--- config.mk ---
export PLATFORM = sky130hd
export DESIGN_NAME = tx_gearbox_flat
export DESIGN_NICKNAME = d
export VERILOG_FILES = /design/src/rtl/tx_gearbox_if.sv /design/src/rtl/tx_gearbox.sv /design/src/flat_wrapper.sv
export SDC_FILE = /design/constraint.sdc
export NUM_CORES = 1
export LEC_CHECK = 0
export CAP_MARGIN = 25
export CORE_MARGIN = 2
export CORE_UTILIZATION = 55
export CTS_CLUSTER_DIAMETER = 60
export CTS_CLUSTER_SIZE = 12
export DETAILED_ROUTE_END_ITERATION = 6
export HOLD_SLACK_MARGIN = 0.1
export PLACE_DENSITY = 0.8
export SETUP_SLACK_MARGIN = 0.02
export SKIP_CTS_REPAIR_TIMING = 1
export SYNTH_ARGS = -nofsm -noshare
export SYNTH_HDL_FRONTEND = slang
export SYNTH_SLANG_ARGS = --single-unit
--- constraint.sdc ---
create_clock -name i_clk -period 4.7 [get_ports i_clk]
set_input_delay 1.41 -clock i_clk [delete_from_list [all_inputs] [get_ports i_clk]]
set_output_delay 1.41 -clock i_clk [all_outputs]
set_load 0.05 [all_outputs]
--- src/rtl/tx_gearbox_if.sv ---
// Upstream/downstream signal bundle for the 64b66b transmit gearbox.
// master: the PCS side that supplies half-frames and watches ready/seq.
// slave : the gearbox itself.
interface tx_gearbox_if;
  logic [31:0] i_data;
  logic [1:0]  i_header;
  logic        o_ready;
  logic [5:0]  o_seq;
  logic [31:0] o_data;

  modport master (
    output i_data,
    output i_header,
    input  o_ready,
    input  o_seq,
    input  o_data
  );

  modport slave (
    input  i_data,
    input  i_header,
    output o_ready,
    output o_seq,
    output o_data
  );
endinterface

--- src/rtl/tx_gearbox.sv ---
// 64b66b transmit synchronous gearbox, 32-bit datapath.
// One 66-bit frame arrives over two cycles (header + low half, then high
// half). Output is a continuous LSB-first 32-bit word stream. A 33-cycle
// sequence stalls upstream once per period to absorb the 66/64 ratio.
// The residue length is a pure function of the sequence count, so only
// the residue bits themselves need storage.
module tx_gearbox #(
  parameter bit REGISTER_OUTPUT = 1'b1
) (
  input  logic         i_clk,
  input  logic         i_reset,
  tx_gearbox_if.slave  gb
);

  localparam int DATA_WIDTH     = 32;
  localparam int HEADER_WIDTH   = 2;
  localparam int SEQUENCE_WIDTH = 6;
  localparam int BUF_WIDTH      = 66;
  localparam int APPEND_WIDTH   = 64;
  localparam logic [SEQUENCE_WIDTH-1:0] SEQ_LAST = 6'd32;

  logic [SEQUENCE_WIDTH-1:0] seq_r;
  logic [BUF_WIDTH-1:0]      buf_r;
  logic [DATA_WIDTH-1:0]     data_r;

  logic [6:0]                res_cnt_s;
  logic [6:0]                app_cnt_s;
  logic [APPEND_WIDTH-1:0]   app_s;
  logic [BUF_WIDTH-1:0]      stream_s;
  logic [DATA_WIDTH-1:0]     out_s;

  // Residue length, appended length and appended bits for this cycle.
  always_comb begin
    res_cnt_s = {1'b0, seq_r} + {6'd0, seq_r[0]};
    app_cnt_s = 7'd0;
    app_s     = {APPEND_WIDTH{1'b0}};
    if (seq_r == SEQ_LAST) begin
      app_cnt_s = 7'd0;
      app_s     = {APPEND_WIDTH{1'b0}};
    end else if (seq_r[0]) begin
      app_cnt_s = 7'd32;
      app_s     = {32'd0, gb.i_data};
    end else begin
      app_cnt_s = 7'd34;
      app_s     = {30'd0, gb.i_data, gb.i_header[HEADER_WIDTH-1:0]};
    end
  end

  // Bit-by-bit merge: buffered residue first, then freshly appended bits.
  always_comb begin : merge
    logic [6:0] idx;
    idx      = 7'd0;
    stream_s = {BUF_WIDTH{1'b0}};
    for (int j = 0; j < BUF_WIDTH; j++) begin
      idx = 7'(j) - res_cnt_s;
      if (7'(j) < res_cnt_s) begin
        stream_s[j] = buf_r[j];
      end else if (idx < app_cnt_s) begin
        stream_s[j] = app_s[idx[5:0]];
      end else begin
        stream_s[j] = 1'b0;
      end
    end
  end

  // Sequence counter, residue buffer and registered output word.
  always_ff @(posedge i_clk) begin
    if (i_reset) begin
      seq_r  <= 6'd0;
      buf_r  <= {BUF_WIDTH{1'b0}};
      data_r <= {DATA_WIDTH{1'b0}};
    end else begin
      seq_r  <= (seq_r == SEQ_LAST) ? 6'd0 : seq_r + 6'd1;
      buf_r  <= {32'd0, stream_s[BUF_WIDTH-1:DATA_WIDTH]};
      data_r <= stream_s[DATA_WIDTH-1:0];
    end
  end

  // Output word source: registered copy or the live merge result.
  always_comb begin
    if (REGISTER_OUTPUT) begin
      out_s = data_r;
    end else if (i_reset) begin
      out_s = {DATA_WIDTH{1'b0}};
    end else begin
      out_s = stream_s[DATA_WIDTH-1:0];
    end
  end

  assign gb.o_data  = out_s;
  assign gb.o_seq   = seq_r;
  assign gb.o_ready = (seq_r != SEQ_LAST);

endmodule

--- src/flat_wrapper.sv ---
// flat-port wrapper written by rule: the top's interface ports become plain ports
module tx_gearbox_flat 
#(
  parameter bit REGISTER_OUTPUT = 1'b1
)
  (i_clk, i_reset, gb_i_data, gb_i_header, gb_o_ready, gb_o_seq, gb_o_data);
  tx_gearbox_if gb_i ();
  input  logic i_clk;
  input  logic i_reset;
  input wire logic [$bits(gb_i.i_data)-1:0] gb_i_data;
  input wire logic [$bits(gb_i.i_header)-1:0] gb_i_header;
  output wire logic [$bits(gb_i.o_ready)-1:0] gb_o_ready;
  output wire logic [$bits(gb_i.o_seq)-1:0] gb_o_seq;
  output wire logic [$bits(gb_i.o_data)-1:0] gb_o_data;
  assign gb_i.i_data = gb_i_data;
  assign gb_i.i_header = gb_i_header;
  assign gb_o_ready = gb_i.o_ready;
  assign gb_o_seq = gb_i.o_seq;
  assign gb_o_data = gb_i.o_data;
  tx_gearbox #(.REGISTER_OUTPUT(REGISTER_OUTPUT)) u_core (.i_clk(i_clk), .i_reset(i_reset), .gb(gb_i));
endmodule
Yosys cells after proc, flatten, opt, wreduce, memory -nomap -nowiden
Index checks and enable logic that the tools add are counted.
Widths: inputs -> output; s select.
{"block": "word_totals", "reg_bits": 104, "latch_bits": 0, "ramBits": 0, "romBits": 0, "in_bits": 36, "output_inout_bits": 39, "elab_cells": 541, "mem_count": 0}
{"block": "classes", "n_addsub": 68, "n_mul": 0, "div": 0, "n_lt_le_gt_ge": 198, "n_eq_ne": 2, "shift": 0, "mux": 268, "n_bitwise": 0, "reduce_logical": 1}
{"op": "$lt 6x7->1 const B", "n": 66}
{"op": "$lt 7x7->1", "n": 66}
{"op": "$bmux 1 s6", "n": 66}
{"op": "$lt 6x7->1 const A", "n": 32}
{"op": "$sub 6x7->7 const A", "n": 32}
{"op": "$mux 1", "n": 198}
{"op": "$lt 5x7->1 const A", "n": 16}
{"op": "$sub 5x7->7 const A", "n": 16}
{"op": "$mux 64", "n": 1}
{"op": "$lt 4x7->1 const A", "n": 8}
{"op": "$sub 4x7->7 const A", "n": 8}
{"op": "$mux 34", "n": 1}
{"op": "$lt 3x7->1 const A", "n": 4}
{"op": "$sub 3x7->7 const A", "n": 4}
{"op": "$lt 1x7->1 const A", "n": 2}
{"op": "$lt 2x7->1 const A", "n": 2}
{"op": "$lt 7x7->1 const A", "n": 2}
{"op": "$sub 1x7->7 const A", "n": 2}
{"op": "$sub 2x7->7 const A", "n": 2}
{"op": "$sub 7x7->7 const A", "n": 2}
{"op": "$add 6x1->7", "n": 1}
{"op": "$mux 7", "n": 1}
{"op": "$add 6x1->6 const B", "n": 1}
{"op": "$eq 6x6->1 const B", "n": 1}
{"op": "3 further kinds", "n": 3}

Logic depth before layout (Yosys ltp)
{"block": "depth", "word_depth": 6, "ltp_mapped": 16, "depth_no_buf": 13}

Worst setup path after synthesis
No wires, ideal clock.
{"block": "synth_path", "path_type": "flip-flop to output port", "from": "register u_core.seq_r[0] (netlist: u_core.gb.o_seq[0])", "to": "output port gb_o_ready", "arrival_time_ns": 2.626, "required_time_ns": 3.290, "setup_slack_ns": 0.664, "stages_incl_launch_ff": 9, "path_buffers": 4, "cell_sequence": "dfxtp_1 > buf_4 > buf_2 > inv_1 > ha_1 > nand2_1 > or4_1 > clkbuf_1 > clkbuf_1"}
{"block": "synth_via", "elab_chain_cells": 1}
{"element": "start: declaration", "line": "tx_gearbox.sv:22", "source": "logic [SEQUENCE_WIDTH-1:0] seq_r;"}
{"element": "start signal: assignment", "line": "tx_gearbox.sv:73", "source": "seq_r <= (seq_r == SEQ_LAST) ? 6'd0 : seq_r + 6'd1;"}
{"element": "$ne 6x6->1", "line": "tx_gearbox.sv:92", "source": "assign gb.o_ready = (seq_r != SEQ_LAST);"}
{"element": "end: declaration", "line": "flat_wrapper.sv:12", "source": "output wire logic [$bits(gb_i.o_ready)-1:0] gb_o_ready;"}
Every way passes these cells.

Worst setup path after layout
{"block": "layout_path", "from": "register u_core.seq_r[1] (netlist: u_core.gb.o_seq[1])", "to": "register u_core.data_r[17] (netlist: u_core.gb.o_data[17])"}
{"block": "layout_via", "elab_chain_cells": 6, "word_cells_on_any_way": 11, "cone_classes": "2 x add/sub; 2 x order compare; 1 x eq/ne; 6 x mux"}
{"element": "$add 6x1->7 or $eq 6x6->1 (tied branches)", "line": "tx_gearbox.sv:34, tx_gearbox.sv:37"}
{"element": "$sub 5x7->7 or $mux 64 (tied branches)", "line": "tx_gearbox.sv:55, tx_gearbox.sv:37"}
{"element": "$bmux 1 s6", "line": "tx_gearbox.sv:59", "source": "stream_s[j] = app_s[idx[5:0]];"}
{"element": "$mux 1 (not written as such)", "line": "tx_gearbox.sv:59"}
{"element": "$mux 1", "line": "tx_gearbox.sv:58", "source": "end else if (idx < app_cnt_s) begin"}
{"element": "$mux 1 *", "line": "tx_gearbox.sv:56", "source": "if (7'(j) < res_cnt_s) begin"}
{"element": "end signal: assignment", "line": "tx_gearbox.sv:71", "source": "data_r <= {DATA_WIDTH{1'b0}};"}
{"element": "end signal: assignment", "line": "tx_gearbox.sv:75", "source": "data_r <= stream_s[DATA_WIDTH-1:0];"}
{"element": "end: declaration", "line": "tx_gearbox.sv:24", "source": "logic [DATA_WIDTH-1:0] data_r;"}
Mark *: on every way between the ends. The rest lies on a longest branch, timed or not. The select of a mux whose other input is x is not followed.
A chain may end at the register's enable or synchronous reset.

==> flow_summary.html <==
<table>
<tr><th>Metric</th><th>Value</th></tr>
<tr><th colspan="2">Layout</th></tr>
<tr><td>Final nets</td><td>around 1.2k</td></tr>
<tr><td>Antenna Cells</td><td>0</td></tr>
<tr><td>Fraction of final layout cells sized beyond drive strength 1</td><td>under 10%</td></tr>
<tr><td>Area growth from synthesis to layout</td><td>14.76%</td></tr>
<tr><td>Share of the core filled with cells</td><td>64.96%</td></tr>
<tr><td>Layout Cells excl Fill</td><td>1,245</td></tr>
<tr><td>Layout Cell Area excl Fill</td><td>about 9000 sq um</td></tr>
<tr><th colspan="2">Worst setup path</th></tr>
<tr><td>Sort of element at the start of the critical path</td><td>flop</td></tr>
<tr><td>Largest stage delay on the critical path</td><td>roughly 0.55 ns</td></tr>
<tr><td>Type of the setup path with the least slack</td><td>reg -&gt; reg</td></tr>
<tr><td>Critical Path End</td><td>u_core.gb.o_data[17]$_SDFF_PP0_</td></tr>
<tr><td>Cells on worst reg2reg path</td><td>10</td></tr>
<tr><td>Most common cell type on the critical path</td><td>ha_1</td></tr>
<tr><td>Register-to-register setup slack</td><td>between 0.6 and 0.7 ns</td></tr>
<tr><td>Required time at the worst-slack endpoint</td><td>4.96 ns</td></tr>
<tr><td>Critical path data arrival time</td><td>between 4 and 5 ns</td></tr>
<tr><td>End of the worst register-to-register path</td><td>u_core.gb.o_data[17]$_SDFF_PP0_</td></tr>
<tr><td>Critical Path End Type</td><td>flop</td></tr>
<tr><td>Worst-path fanout max</td><td>27</td></tr>
<tr><td>Source of the critical timing path</td><td>u_core.gb.o_seq[1]$_SDFF_PP0_</td></tr>
<tr><td>Critical Path Slowest Stage Cell</td><td>ha_1</td></tr>
<tr><td>CP Cell Sequence</td><td>ha_1, nand2b_1, nand2b_2, inv_4, ha_1, nor2b_1, xnor2_1, nand3_1, a2111o_1, a221oi_1</td></tr>
<tr><td>Critical R2R Launch</td><td>u_core.gb.o_seq[1]$_SDFF_PP0_</td></tr>
<tr><th colspan="2">Logic synthesis</th></tr>
<tr><td>XOR/XNOR Fraction of Synth Area</td><td>under 10%</td></tr>
<tr><td>Avg Synthesized Cell Area</td><td>around 8 sq um</td></tr>
<tr><td>EDFF count, synth</td><td>0</td></tr>
<tr><td>Proportion of netlist area held by the largest area contributor</td><td>18.20%</td></tr>
<tr><td>Multiplexer share of the synthesized area</td><td>16.94%</td></tr>
<tr><td>Syn Inst Count</td><td>between 1k and 1.5k</td></tr>
<tr><td>Post-synthesis share of cell area spent on and, or, nand and nor gates</td><td>between 10% and 20%</td></tr>
<tr><td>Cell area after technology mapping</td><td>between 7000 and 8000 sq um</td></tr>
<tr><td>Fraction of the yosys area taken by sequential cells</td><td>a little under a fifth</td></tr>
<tr><td>Post-synthesis compound-gate area fraction</td><td>around 22%</td></tr>
<tr><td>Library cells used by synthesis</td><td>79</td></tr>
<tr><td>Syn_nets</td><td>1,110</td></tr>
<tr><td>Synth Area in Adders</td><td>10.27%</td></tr>
<tr><td>Cell types with the largest area share after synthesis</td><td>dfxtp_1 18%, mux2i_1 12%, ha_1 10%, nand2_1 6.9%, a21oi_1 5.2%</td></tr>
<tr><td>Most used flip-flop cell after synthesis</td><td>dfxtp_1</td></tr>
<tr><td>Number of warnings printed during yosys synthesis</td><td>0</td></tr>
<tr><td>Seq cells post-synth</td><td>72</td></tr>
<tr><td>Post-synthesis async set-or-reset flop share</td><td>0%</td></tr>
<tr><td>Dominant combinational cell family by area after synthesis</td><td>compound AO/OA/AOI/OAI gates</td></tr>
<tr><td>Area leader, netlist</td><td>dfxtp_1</td></tr>
<tr><th colspan="2">Routing</th></tr>
<tr><td>Post-DR wirelength/cell</td><td>19.98 microns</td></tr>
<tr><td>Antenna Nets Post-Route</td><td>0</td></tr>
<tr><td>Number of design rule violations left after detail routing</td><td>0</td></tr>
<tr><td>Routed vias</td><td>approximately 8.1k</td></tr>
<tr><td>DRT iter0 DRCs</td><td>between 800 and 900</td></tr>
<tr><td>WL final</td><td>24,880 microns</td></tr>
<tr><td>Ratio of routed vias to standard cells</td><td>6.545</td></tr>
<tr><td>Number of detailed-route iterations in the first pass</td><td>5</td></tr>
<tr><th colspan="2">Timing</th></tr>
<tr><td>Maximum frequency from static timing analysis</td><td>around 240 MHz</td></tr>
<tr><td>Fin crit period</td><td>between 4 and 5 ns</td></tr>
<tr><td>Worst relative slew slack</td><td>about two fifths</td></tr>
<tr><td>Transition time of the tightest slew-check pin</td><td>roughly 0.89 ns</td></tr>
<tr><td>Post-route clock period utilization</td><td>87.15%</td></tr>
<tr><td>Total negative setup slack</td><td>0 ns</td></tr>
<tr><td>Unrepaired setup endpoints after global routing</td><td>no</td></tr>
<tr><td>Clock tree skew after final layout</td><td>0.01019 ns</td></tr>
<tr><td>Worst hold slack across all endpoints</td><td>~0.41 ns</td></tr>
<tr><td>Worst setup margin</td><td>between 0.6 and 0.7 ns</td></tr>
<tr><td>Final hold vios</td><td>0</td></tr>
<tr><td>Number of slew-limit violations in the final report</td><td>0</td></tr>
<tr><td>Final setup violating endpoints</td><td>0</td></tr>
<tr><th colspan="2">Placed design</th></tr>
<tr><td>Worst-case setup slack after placement</td><td>0.7159 ns</td></tr>
<tr><td>Placed cell count</td><td>~1.2k</td></tr>
<tr><td>GP Congestion</td><td>about 1.0</td></tr>
<tr><td>Area after DPL</td><td>approximately 9000 sq um</td></tr>
<tr><td>Port Buffers</td><td>74</td></tr>
<tr><td>Detailed-placement wirelength estimate</td><td>18,550 microns</td></tr>
<tr><th colspan="2">Clocking</th></tr>
<tr><td>TritonCTS clock tree</td><td>done</td></tr>
<tr><td>Longest Clk Path Bufs</td><td>2</td></tr>
<tr><td>Clock tree sinks</td><td>between 70 and 80</td></tr>
<tr><td>Clock root buffer</td><td>clkbuf_16</td></tr>
<tr><td>Num CTS Buffers</td><td>9</td></tr>
<tr><td>Clock slew seen by the registers of the worst setup and hold paths</td><td>approximately 0.060 ns</td></tr>
<tr><td>Number of H-tree levels</td><td>3</td></tr>
<tr><td>Clock latency on the worst-skew pair</td><td>between 0.3 and 0.4 ns</td></tr>
<tr><th colspan="2">Global routing</th></tr>
<tr><td>Total track usage</td><td>33.48%</td></tr>
<tr><td>Aggregate global routing overflow</td><td>0</td></tr>
<tr><td>Maximum number of pins on one net before global-route repair</td><td>90</td></tr>
<tr><td>Global-route wire length before repair</td><td>roughly 40,000 microns</td></tr>
<tr><td>Vias in the first global route</td><td>7,506</td></tr>
<tr><td>Initial antenna violation count</td><td>0</td></tr>
<tr><th colspan="2">Pwr</th></tr>
<tr><td>Total Power</td><td>between 2 and 3 mW</td></tr>
<tr><td>Worst IR Drop VDD</td><td>approximately 0.21 mV</td></tr>
<tr><td>Static leakage power</td><td>3.995 nW</td></tr>
<tr><td>Power Dens Cells</td><td>slightly above 300 nW/um^2</td></tr>
<tr><th colspan="2">Floorplan</th></tr>
<tr><td>Horizontal die dimension</td><td>124.0 microns</td></tr>
<tr><td>Floorplan row count</td><td>43</td></tr>
<tr><td>DIE HEIGHT</td><td>approximately 120 microns</td></tr>
<tr><td>Initial Utilization</td><td>approximately 57%</td></tr>
<tr><td>Area of the die</td><td>around 15,000 sq um</td></tr>
<tr><td>Core Region</td><td>~14,000 sq um</td></tr>
<tr><td>Number of ports placed on the die boundary</td><td>75</td></tr>
<tr><th colspan="2">Hold path</th></tr>
<tr><td>Hold Path Class</td><td>reg -&gt; reg</td></tr>
<tr><td>Hold path cells</td><td>2</td></tr>
<tr><th colspan="2">Outcome</th></tr>
<tr><td>Outcome</td><td>finished clean</td></tr>
<tr><th colspan="2">Run</th></tr>
<tr><td>Number of violations of the max-capacitance limit</td><td>0</td></tr>
</table>
==> registers in the layout, indices dropped and copies added, names as in the netlist <==
signal            count
u_core.buf_r         34
u_core.gb.o_seq       6
u_core.gb.o_data     32
==> metal layers <==
layer  vias up  share of wire (%)  track usage (%)
met5         -                  0                0
met4         0                4.0            13.83
met3        79                 10            6.136
li1       3842                  -                -
met1      3751                 40            44.18
met2       476                 46            53.88
==> power breakdown <==
group	total, mW	leakage, nW	switching, mW	internal [mW]
logic	1.39	3.27	0.878	0.511
clock network	0.673	0.141	0.268	0.405
registers	0.703	0.589	0.0230	0.680
total	2.76	3.99	1.17	1.60
==> how the worst min path moves through the flow <==
stage	start	end
6_report	u_core.buf_r[21]$_SDFF_PP0_	u_core.gb.o_data[21]$_SDFF_PP0_
2_1_floorplan	u_core.buf_r[21]$_SDFF_PP0_	u_core.gb.o_data[21]$_SDFF_PP0_
4_1_cts	u_core.buf_r[21]$_SDFF_PP0_	u_core.gb.o_data[21]$_SDFF_PP0_
3_3_place_gp	u_core.buf_r[3]$_SDFF_PP0_	u_core.gb.o_data[3]$_SDFF_PP0_
5_1_grt	u_core.buf_r[21]$_SDFF_PP0_	u_core.gb.o_data[21]$_SDFF_PP0_
3_5_place_dp	u_core.buf_r[21]$_SDFF_PP0_	u_core.gb.o_data[21]$_SDFF_PP0_
==> layout make-up <==
class / count / area [sq um]
tap: 180 / 225.2
multi-input combinational: 829 / 5988
inverter: 47 / 181.4
clock buffer: 9 / 225.2
clock inverter: 6 / 61.31
timing repair buffer: 102 / 963.4
fill: 1230 / 4901
sequential: 72 / 1443
==> cells by family (layout without fill, tap and decap cells) <==
logic type | count (synthesis) | in the layout
mux | 116 | 116
compound gates | 263 | 263
simple gates | 339 | 339
fa+ha+maj | 65 | 65
flops | 72 | 72
buf+inv | 108 | 164
xor+xnor | 46 | 46
==> critical path, delay by kind of cell, from the launching register on <==
kind,cells,cell delay [ns]
adder cells (fa/ha/maj),2,1.04
AND/OR/NAND/NOR,4,1.04
AO/OA/AOI/OAI,2,0.75
flip-flops,1,0.51
XOR/XNOR,1,0.38
buffers and inverters,1,0.25
==> layout by cell type (no fill, tap or decap), types with 14 or more instances in the layout <==
master,count
nor2_1,73
xnor2_1,36
a31oi_1,20
dfxtp_1,71
nand2_1,146
inv_1,38
mux4_2,14
o21ai_0,30
mux2i_1,98
ha_1,65
nand3_1,29
a21oi_1,83
clkdlybuf4s50_1,74
nor3_1,28
buf_4,27
o22ai_1,15
==> synthesized netlist by cell type, drive strengths merged, types with 5 or more instances <==
cell     number
or2           8
and3          5
or3           6
mux4         14
o21ai        35
a32oi         9
buf          43
nand2b        5
nand3        32
a31oi        20
a22o         11
a2111oi      16
a21oi        84
a32o          6
o22ai        15
a21o         11
nand2       147
mux2i        98
inv          47
clkbuf       18
nor2         73
and2          6
nand4         6
a22oi         7
xnor2        46
nor3         28
a211oi       10
dfxtp        72
a311oi        6
ha           65
Power figures use the tool's default switching activity.
